File: src/rtl/ram_march_bist.sv
// March C- self-test initiator for a single-port RAM with one-cycle read latency.
// Reports pass/fail, the first failing word and a saturating miscompare count.
module ram_march_bist #(
   parameter int DATA_WIDTH      = 32,
   parameter int BYTE_ADDR_WIDTH = 8
) (
   input  logic                       clk,
   input  logic                       rst_n,
   input  logic                       start,
   input  logic [DATA_WIDTH-1:0]      background,
   output logic                       ram_en,
   output logic                       ram_wen,
   output logic [BYTE_ADDR_WIDTH-1:0] ram_addr,
   output logic [DATA_WIDTH-1:0]      ram_din,
   input  logic [DATA_WIDTH-1:0]      ram_dout,
   output logic                       busy,
   output logic                       done,
   output logic                       fail,
   output logic [15:0]                err_count,
   output logic [BYTE_ADDR_WIDTH-1:0] fail_addr,
   output logic [DATA_WIDTH-1:0]      fail_data,
   output logic [DATA_WIDTH-1:0]      fail_expected
);

   localparam logic [BYTE_ADDR_WIDTH-1:0] LAST = '1;
   localparam logic [BYTE_ADDR_WIDTH-1:0] FIRST = '0;

   typedef enum logic [3:0] {
      S_IDLE, S_M0, S_M1, S_M2, S_M3, S_M4, S_M5, S_FLUSH, S_DONE
   } state_t;

   state_t                     r_state, w_state;
   logic                       r_en, w_en;
   logic                       r_wen, w_wen;
   logic [BYTE_ADDR_WIDTH-1:0] r_addr, w_addr;
   logic [DATA_WIDTH-1:0]      r_din, w_din;
   logic [DATA_WIDTH-1:0]      r_exp, w_exp;
   logic [DATA_WIDTH-1:0]      r_bg, w_bg;
   logic                       r_busy, r_done;
   logic                       w_go;
   logic                       w_inv_rd, w_inv_wr;

   logic                       r_chk_valid;
   logic [BYTE_ADDR_WIDTH-1:0] r_chk_addr;
   logic [DATA_WIDTH-1:0]      r_chk_exp;
   logic                       r_fail;
   logic [15:0]                r_err;
   logic [BYTE_ADDR_WIDTH-1:0] r_fail_addr;
   logic [DATA_WIDTH-1:0]      r_fail_data;
   logic [DATA_WIDTH-1:0]      r_fail_exp;
   logic                       w_miss;

   // Next-op generator: the registers hold the op on the bus this cycle
   always_comb begin
      w_state  = r_state;
      w_addr   = '0;
      w_en     = 1'b0;
      w_wen    = 1'b0;
      w_din    = '0;
      w_exp    = '0;
      w_go     = 1'b0;
      w_bg     = r_bg;
      w_inv_rd = 1'b0;
      w_inv_wr = 1'b0;
      unique case (r_state)
         S_IDLE, S_DONE: begin
            if (start) begin
               w_go    = 1'b1;
               w_bg    = background;
               w_state = S_M0;
               w_en    = 1'b1;
               w_wen   = 1'b1;
            end
         end
         S_M0: begin
            w_en = 1'b1;
            if (r_addr == LAST) begin
               w_state = S_M1;
            end else begin
               w_addr = r_addr + 1'b1;
               w_wen  = 1'b1;
            end
         end
         S_M1, S_M2, S_M3, S_M4: begin
            w_en = 1'b1;
            if (!r_wen) begin
               w_wen  = 1'b1;
               w_addr = r_addr;
            end else begin
               unique case (r_state)
                  S_M1: begin
                     if (r_addr == LAST) begin
                        w_state = S_M2;
                        w_addr  = FIRST;
                     end else w_addr = r_addr + 1'b1;
                  end
                  S_M2: begin
                     if (r_addr == LAST) begin
                        w_state = S_M3;
                        w_addr  = LAST;
                     end else w_addr = r_addr + 1'b1;
                  end
                  S_M3: begin
                     if (r_addr == FIRST) begin
                        w_state = S_M4;
                        w_addr  = LAST;
                     end else w_addr = r_addr - 1'b1;
                  end
                  default: begin
                     if (r_addr == FIRST) begin
                        w_state = S_M5;
                        w_addr  = FIRST;
                     end else w_addr = r_addr - 1'b1;
                  end
               endcase
            end
         end
         S_M5: begin
            if (r_addr == LAST) begin
               w_state = S_FLUSH;
            end else begin
               w_en   = 1'b1;
               w_addr = r_addr + 1'b1;
            end
         end
         S_FLUSH: w_state = S_DONE;
      endcase

      w_inv_rd = (w_state == S_M2) || (w_state == S_M4);
      w_inv_wr = (w_state == S_M1) || (w_state == S_M3);
      if (w_en) begin
         if (w_wen) w_din = w_inv_wr ? ~w_bg : w_bg;
         else       w_exp = w_inv_rd ? ~w_bg : w_bg;
      end
   end

   always_ff @(posedge clk or negedge rst_n) begin
      if (!rst_n) begin
         r_state <= S_IDLE;
         r_en    <= 1'b0;
         r_wen   <= 1'b0;
         r_addr  <= '0;
         r_din   <= '0;
         r_exp   <= '0;
         r_bg    <= '0;
         r_busy  <= 1'b0;
         r_done  <= 1'b0;
      end else begin
         r_state <= w_state;
         r_en    <= w_en;
         r_wen   <= w_wen;
         r_addr  <= w_addr;
         r_din   <= w_din;
         r_exp   <= w_exp;
         r_bg    <= w_bg;
         r_busy  <= (w_state != S_IDLE) && (w_state != S_DONE);
         r_done  <= (w_state == S_DONE);
      end
   end

   assign w_miss = r_chk_valid && (ram_dout != r_chk_exp);

   // Read data returns one cycle after issue, so the compare trails the op
   always_ff @(posedge clk or negedge rst_n) begin
      if (!rst_n) begin
         r_chk_valid <= 1'b0;
         r_chk_addr  <= '0;
         r_chk_exp   <= '0;
         r_fail      <= 1'b0;
         r_err       <= '0;
         r_fail_addr <= '0;
         r_fail_data <= '0;
         r_fail_exp  <= '0;
      end else if (w_go) begin
         r_chk_valid <= 1'b0;
         r_chk_addr  <= '0;
         r_chk_exp   <= '0;
         r_fail      <= 1'b0;
         r_err       <= '0;
         r_fail_addr <= '0;
         r_fail_data <= '0;
         r_fail_exp  <= '0;
      end else begin
         r_chk_valid <= r_en && !r_wen;
         r_chk_addr  <= r_addr;
         r_chk_exp   <= r_exp;
         if (w_miss) begin
            r_fail <= 1'b1;
            if (r_err != 16'hFFFF) r_err <= r_err + 16'd1;
            if (!r_fail) begin
               r_fail_addr <= r_chk_addr;
               r_fail_data <= ram_dout;
               r_fail_exp  <= r_chk_exp;
            end
         end
      end
   end

   assign ram_en        = r_en;
   assign ram_wen       = r_wen;
   assign ram_addr      = r_addr;
   assign ram_din       = r_din;
   assign busy          = r_busy;
   assign done          = r_done;
   assign fail          = r_fail;
   assign err_count     = r_err;
   assign fail_addr     = r_fail_addr;
   assign fail_data     = r_fail_data;
   assign fail_expected = r_fail_exp;

endmodule

File: config.mk
export PLATFORM = sky130hd
export DESIGN_NAME = ram_march_bist
export DESIGN_NICKNAME = d
export VERILOG_FILES = /design/src/rtl/ram_march_bist.sv
export SDC_FILE = /design/constraint.sdc
export NUM_CORES = 1
export LEC_CHECK = 0
export BUFFER_PORTS_ARGS = -buffer_cell sky130_fd_sc_hd__buf_2
export CAP_MARGIN = 20
export CORE_MARGIN = 1
export CORE_UTILIZATION = 50
export DETAILED_ROUTE_END_ITERATION = 8
export PLACE_DENSITY_LB_ADDON = 0.15
export SYNTH_ARGS = -nofsm -noshare
export SYNTH_HDL_FRONTEND = slang
export SYNTH_SLANG_ARGS = --single-unit
File: constraint.sdc
create_clock -name clk -period 2.88 [get_ports clk]
set_clock_uncertainty 0.15 [all_clocks]
set_input_delay 0.576 -clock clk [delete_from_list [all_inputs] [get_ports clk]]
set_output_delay 0.576 -clock clk [all_outputs]
set_load 0.1 [all_outputs]
Yosys cells after proc, flatten, opt, wreduce, memory -nomap -nowiden
Cells that the tools add are included.
{"block": "word_totals", "regBits": 242, "elab_cells": 105, "inputBits": 67, "output_inout_bits": 133}
{"block": "op_classes", "n_reduce_logical": 17, "n_eq_ne": 19, "addsub": 3, "bitwise_logic": 1, "mux": 48}
{"op": "two-way mux 32 bit", "count": 15}
{"op": "two-way mux 8 bit", "count": 9}
{"op": "two-way mux 16 bit", "count": 3}
{"op": "two-way mux 4 bit", "count": 8}
{"op": "inequality test 32 bit", "count": 1}
{"op": "inverter 32 bit", "count": 1}
{"op": "equality test 4 x 3 -> 1 bit (second input constant)", "count": 6}
{"op": "one-hot mux 8 bit (3 select lines)", "count": 1}
{"op": "one-hot mux 4 bit (5 select lines)", "count": 1}
{"op": "adder 16 x 1 -> 16 bit (second input constant)", "count": 1}
{"op": "equality test 4 x 2 -> 1 bit (second input constant)", "count": 4}
{"op": "inequality test 16 bit (second input constant)", "count": 1}
{"op": "one-hot mux 8 bit (2 select lines)", "count": 1}
{"op": "one-hot mux 4 bit (3 select lines)", "count": 1}
{"op": "adder 8 x 1 -> 8 bit (second input constant)", "count": 1}
{"op": "equality test 4 bit (second input constant)", "count": 2}
{"op": "equality test 8 bit (second input constant)", "count": 1}
{"op": "zero test 8 bit", "count": 1}
{"op": "subtractor 8 x 1 -> 8 bit (second input constant)", "count": 1}
{"op": "two-way mux 1 bit", "count": 7}
{"op": "one-hot mux 1 bit (3 select lines)", "count": 2}
{"op": "OR reduction 5 bit", "count": 1}
{"op": "equality test 4 x 1 -> 1 bit (second input constant)", "count": 1}
{"op": "zero test 4 bit", "count": 1}
{"op": "10 further kinds", "count": 17}

Logic depth before layout (Yosys ltp)
{"block": "logic_depth", "depth_word": 10, "depth_mapped": 10, "mapped_depth_nobuf": 8}

Worst setup path before layout
No wires, ideal clock.
{"block": "synth_path", "kind": "register to register", "startpoint": "register r_addr[0] (netlist: ram_addr[0])", "endpoint": "register r_din[30] (netlist: ram_din[30])", "setup_ns": 0.120, "arrival_ns": 3.074, "synth_period_minus_slack_ns": 3.345, "setup_slack_ns": -0.465, "path_buffers": 1, "path_stages_with_launch": 10, "path_cell_list": "dfrtp_1 -> inv_1 -> ha_1 -> nor3b_2 -> nand3_1 -> mux2_4 -> a311o_1 -> clkbuf_1 -> or4_1 -> o211a_1"}
{"block": "synth_between", "elab_chain_cells": 10}
{"item": "start, declared", "line": "35", "text": "logic [BYTE_ADDR_WIDTH-1:0] r_addr, w_addr;"}
{"item": "start signal, assigned", "line": "152", "text": "r_addr <= w_addr;"}
{"item": "equality test 8 bit or zero test 8 bit (tied branches)"}
{"item": "two-way mux 4 bit, on equally long branches"}
{"item": "one-hot mux 4 bit (3 select lines)", "line": "90", "text": "unique case (r_state)"}
{"item": "two-way mux 4 bit", "line": "86", "text": "if (!r_wen) begin"}
{"item": "one-hot mux 4 bit (5 select lines)", "line": "65", "text": "unique case (r_state)"}
{"item": "equality test 4 x 2 -> 1 bit or equality test 4 x 3 -> 1 bit (tied branches)", "line": "130", "text": "w_inv_wr = (w_state == S_M1) || (w_state == S_M3);"}
{"item": "logical OR 1 bit", "line": "130"}
{"item": "two-way mux 32 bit (2 in series)", "line": "132", "text": "if (w_wen) w_din = w_inv_wr ? ~w_bg : w_bg;"}
{"item": "two-way mux 32 bit (*)", "line": "131", "text": "if (w_en) begin"}
{"item": "net w_din[30]", "line": "36", "text": "logic [DATA_WIDTH-1:0] r_din, w_din;"}
{"item": "end signal, assigned", "line": "153", "text": "r_din <= w_din;"}
{"item": "end, declared", "line": "36"}
The timed path passes the listed nets; every way through them passes the cells marked *.
A chain may end at the register's enable or synchronous reset.

Final worst setup path
Same ends and word-level chain as after synthesis.

==> results <==
- Global routing consumed, over all layers together, 23.42% of the routing resources.
- The cell total after placement is 1,472.
- The placed instances occupy a cell area of 0.01241 mm^2.
- The warning count from the yosys run is 0.
- After routing, the total negative slack on setup checks comes to 0 ns.
- Synthesis inferred 242 register bits.
- The count of buffers added on input and output ports is 199.
- After detailed routing, the average wire length per cell comes to 17.06 um.
- Clock tree synthesis inserted a total of 26 buffers.
- The effective utilization at floorplan is 51.21%.
- The post-synthesis to final-layout area growth is 22.86%.
- Once layout is complete, the cells apart from fillers number 1,521.
- The final core area utilization is 62.91%.
- The die is 149.2 um wide.
- Setup slack on the worst reg-to-reg path comes out at 0.17 ns.
- The hold violation count in the final report is 0.
- Setup repair after global routing left no endpoint under its margin.
- In the finished design, the share of the clock period the worst path needs comes to 94.12%.
- The floorplan die area is 0.02226 mm^2.
- The sort of element at the start of the critical path is a flip-flop.
- The total inserted antenna cells is 0.
- The largest area contributor in the netlist is sky130_fd_sc_hd__dfrtp_1.
- TritonCTS built the clock tree.
- The most used flip-flop cell after synthesis is sky130_fd_sc_hd__dfrtp_1.
- The area of the core region is 0.02115 mm^2.
- In this run the clock root is driven by a sky130_fd_sc_hd__clkbuf_16.
- In the final layout, the share of cells above drive strength 1 is 25.12%.
- The via count of the first global-routing pass is 7,522.
- When the netlist entered floorplanning its net count stood at 1,095.
- On the worst path, the slowest cell contributes a delay of 0.52 ns.
- The worst setup path is captured at a flip-flop.
- Summing the sequential cell areas from Yosys gives 55.90% of the chip area.
- The number of stages on the worst hold path is 3.
- For the pin with the worst max-slew slack, the measured transition is 0.8719 ns.
- The maximum buffer depth of the clock tree is 3.
- The critical path class is flip-flop to flip-flop.
- The worst register-to-register path begins at ram_addr[0]$_DFFE_PN0N_.
- Static timing analysis puts the maximum clock frequency at 368.9 MHz.
- The arrival time of data at the critical path endpoint is 2.97 ns.
- The mapped netlist covers 0.01083 mm^2.
- The mean post-synth cell area is 10.57 um^2.
- The final max-slew violation count is 0.
- Entering global routing, the biggest net connects 105 pins.
- The number of DRC violations after detailed routing is 0.
- The length in cells of the worst reg-to-reg path is 8.
- For this design, the slowest cell found on the critical path is sky130_fd_sc_hd__or4_1.
- The count of mapped cells out of synthesis is 1,025.
- Once layout is done, the placed cells without fillers occupy 0.01331 mm^2.
- The count of endpoints failing setup in the final report is 0.
- The net count of the finished layout is 1,296.
- The synthesized design devotes to its leading area cell type 55.90% of total area.
- For this block, the initial DRC count from the detailed router was 395.
- The number of primary I/O pins is 200.
- The final layout contains routed wiring with a total length of 25,950 um.
- The final-layout fill cell count is 1,730.
- The worst register-to-register path ends at ram_din[30]$_DFF_PN0_.
- The path with the worst hold slack has its endpoint at fail_data[15]$_DFFE_PN0P_.
- The critical path goes through inv_2 > ha_4 > nor3b_4 > nand3_1 > mux2_4 > a311o_1 > or4_1 > o211a_1.
- The path category of the worst min-delay check is primary input to flip-flop.
- The maximum level of the CTS H-tree is 1.
- The floorplan step set the die height to 149.2 um.
- For this run, asynchronously set or reset flops after synthesis account for 100.0%.
- The routed layout has 8,099 vias.
- The setup fix buffers added after clock tree synthesis is 0.
- The smallest clock period supported by the final layout is computed as 2.711 ns.
- The initial antenna violation count came to 0.
- Sorting the synthesized cells by area gives the leading types as sky130_fd_sc_hd__dfrtp_1 56%, sky130_fd_sc_hd__mux2i_1 10%, sky130_fd_sc_hd__nor2_1 5.3%.
- The startpoint identified for the worst hold timing path is ram_dout[15].
- Dividing the detail-routed via count by the number of cells gives 5.325.
- The detailed-routing iteration count for the pre-antenna-repair pass is 5.
- The critical path's top delay family is simple AND/OR/NAND/NOR gates.
- Clock latency on the worst-skew pair, taken at its later pin, is 0.53 ns.
- After synthesis, the netlist uses 57 different library cells.
- In this run the remaining antenna-violating nets after routing total 0.
- STA puts the critical path data required time at 3.14 ns.
- The placement row count is 53.
- The number of sinks handled by clock tree synthesis is 242.
- The HPWL after detailed placement is 17,780 um.
- The flow ran to the end, and the final reports show no timing, DRC or antenna violations.
- In this run, synthesis inferred 0 flip-flops with an integrated enable.
- The largest fanout on the critical path is 6.
- The clock-pin slew on the worst setup and hold paths is 0.06 ns.
- The first global-routing pass estimated 41,030 um of wire.
- The number of buffers and inverters on the critical path is 1.
- The overall overflow remaining after global route is 0.
- Headroom to the max-slew limit came out at 41.42%.
- The final weighted congestion in routability-driven placement is 0.9122.
- The max capacitance violation total is 0.
metal layers:
metal  part of all wire (%)  GRT usage (%)
met5                      0              0
met4                    1.9          5.459
met3                    6.0          3.180
met2                     43          33.86
met1                     49          37.02
layout by cell type (no fill, tap or decap), types with 4 or more instances in the layout:
cell / instances
sky130_fd_sc_hd__and3_1: 9
sky130_fd_sc_hd__nand3_1: 16
sky130_fd_sc_hd__nor2_1: 153
sky130_fd_sc_hd__nor4_1: 34
sky130_fd_sc_hd__o31ai_1: 6
sky130_fd_sc_hd__nand2_1: 22
sky130_fd_sc_hd__buf_2: 198
sky130_fd_sc_hd__a21oi_1: 27
sky130_fd_sc_hd__clkbuf_16: 26
sky130_fd_sc_hd__buf_4: 34
sky130_fd_sc_hd__buf_12: 10
sky130_fd_sc_hd__nor2b_1: 39
sky130_fd_sc_hd__nor4_2: 4
sky130_fd_sc_hd__nor3_1: 5
sky130_fd_sc_hd__o21ai_0: 82
sky130_fd_sc_hd__xor2_1: 32
sky130_fd_sc_hd__dfrtp_1: 233
sky130_fd_sc_hd__xnor2_1: 36
sky130_fd_sc_hd__or3_1: 16
sky130_fd_sc_hd__clkbuf_1: 7
sky130_fd_sc_hd__clkinvlp_4: 6
sky130_fd_sc_hd__nor3b_1: 4
sky130_fd_sc_hd__a31oi_1: 4
sky130_fd_sc_hd__dfrtp_2: 6
sky130_fd_sc_hd__or4_1: 5
sky130_fd_sc_hd__mux2i_1: 107
sky130_fd_sc_hd__and4_1: 4
sky130_fd_sc_hd__inv_1: 44
sky130_fd_sc_hd__nand4_1: 7
cell usage after synthesis, types with 2 or more instances:
cell type                   number
sky130_fd_sc_hd__a21oi_1        27
sky130_fd_sc_hd__a221o_1         2
sky130_fd_sc_hd__a221oi_1        2
sky130_fd_sc_hd__a22oi_1         2
sky130_fd_sc_hd__a2bb2oi_1       2
sky130_fd_sc_hd__a311o_1         2
sky130_fd_sc_hd__a31oi_1         5
sky130_fd_sc_hd__and2_1          3
sky130_fd_sc_hd__and3_1          9
sky130_fd_sc_hd__and4_1          4
sky130_fd_sc_hd__buf_1           8
sky130_fd_sc_hd__buf_2          16
sky130_fd_sc_hd__buf_4           3
sky130_fd_sc_hd__clkbuf_1       44
sky130_fd_sc_hd__dfrtp_1       242
sky130_fd_sc_hd__ha_1            3
sky130_fd_sc_hd__inv_1          46
sky130_fd_sc_hd__mux2i_1       108
sky130_fd_sc_hd__nand2_1        22
sky130_fd_sc_hd__nand2b_1        3
sky130_fd_sc_hd__nand3_1        16
sky130_fd_sc_hd__nand3b_1        2
sky130_fd_sc_hd__nand4_1         7
sky130_fd_sc_hd__nor2_1        153
sky130_fd_sc_hd__nor2b_1        39
sky130_fd_sc_hd__nor3_1          5
sky130_fd_sc_hd__nor3b_1         4
sky130_fd_sc_hd__nor4_1         38
sky130_fd_sc_hd__nor4b_1         2
sky130_fd_sc_hd__o211a_1         3
sky130_fd_sc_hd__o211ai_1        2
sky130_fd_sc_hd__o21a_1          2
sky130_fd_sc_hd__o21ai_0        83
sky130_fd_sc_hd__o22ai_1         2
sky130_fd_sc_hd__o31ai_1         6
sky130_fd_sc_hd__or2_2           2
sky130_fd_sc_hd__or3_1          16
sky130_fd_sc_hd__or4_1           5
sky130_fd_sc_hd__xnor2_1        36
sky130_fd_sc_hd__xor2_1         32
repair_timing:
| action | in CTS | in global routing |
|---|---|---|
| endpoints found under the hold margin | 79 | 0 |
| endpoints found under the setup margin | 0 | 4 |
| resized for setup | 0 | 6 |
| hold buffers | 1 | 0 |
worst min-delay path: cells and delay by family:
kind	cells	cell delay, ns
buffers and inverters	1	0.10
AND/OR/NAND/NOR	1	0.07
multiplexers	1	0.06
per-stage QoR:
stage / hold WS [ns] / setup WS [ns]
final: 0.1607 / 0.1695
after global routing: 0.1605 / 0.05288
after global placement: 0.2944 / 0.07772
after floorplan: 0.1304 / 0.004027
after detailed placement: 0.2963 / 0.04036
after CTS: 0.1424 / 0.1011
final cells by class:
class / count / area [um^2] / area share (%)
Sequential cell: 242 / 6075 / 45.64
Multi-Input combinational cell: 665 / 4380 / 32.91
Timing Repair Buffer: 245 / 1483 / 11.14
Clock buffer: 36 / 718.2 / 5.396
Tap cell: 275 / 344.1 / 2.585
Inverter: 46 / 172.7 / 1.297
Clock inverter: 12 / 136.4 / 1.025
state kept, by name, summed over array words and instances (netlist names):
register,flops
fail_data,32
fail_expected,32
r_bg,32
r_chk_exp,32
r_exp,32
ram_din,32
err_count,16
fail_addr,8
r_chk_addr,8
ram_addr,8
r_state,4
busy,1
done,1
fail,1
r_chk_valid,1
ram_en,1
ram_wen,1
worst max path at each step:
stage                       startpoint                            end  slack [ns]  cells past startpoint
6_report       ram_addr[0]$_DFFE_PN0N_          ram_din[30]$_DFF_PN0_        0.17                      8
3_5_place_dp              ram_dout[13]  fail_expected[12]$_DFFE_PN0P_        0.04                      8
2_1_floorplan  ram_addr[5]$_DFFE_PN0N_          ram_din[30]$_DFF_PN0_       0.004                      8
4_1_cts        ram_addr[0]$_DFFE_PN0N_          ram_din[12]$_DFF_PN0_        0.10                      9
5_1_grt        ram_addr[0]$_DFFE_PN0N_          ram_din[12]$_DFF_PN0_        0.05                      9
3_3_place_gp              ram_dout[13]      fail_data[18]$_DFFE_PN0P_        0.08                      8
logic make-up (layout without fill, tap and decap cells):
family	count (synthesis)	count (layout)	synth area share [%]
AND/OR/NAND/NOR	333	333	15.44
flip-flops	242	242	55.90
AO/OA/AOI/OAI	152	152	8.247
buffers and inverters	118	339	4.447
multiplexers	109	109	10.12
XOR/XNOR	68	68	5.498
adder cells (fa/ha/maj)	3	3	0.3465
Power is not shown: default switching activity piles up to over one toggle a cycle in this logic, so the estimate is an artifact.
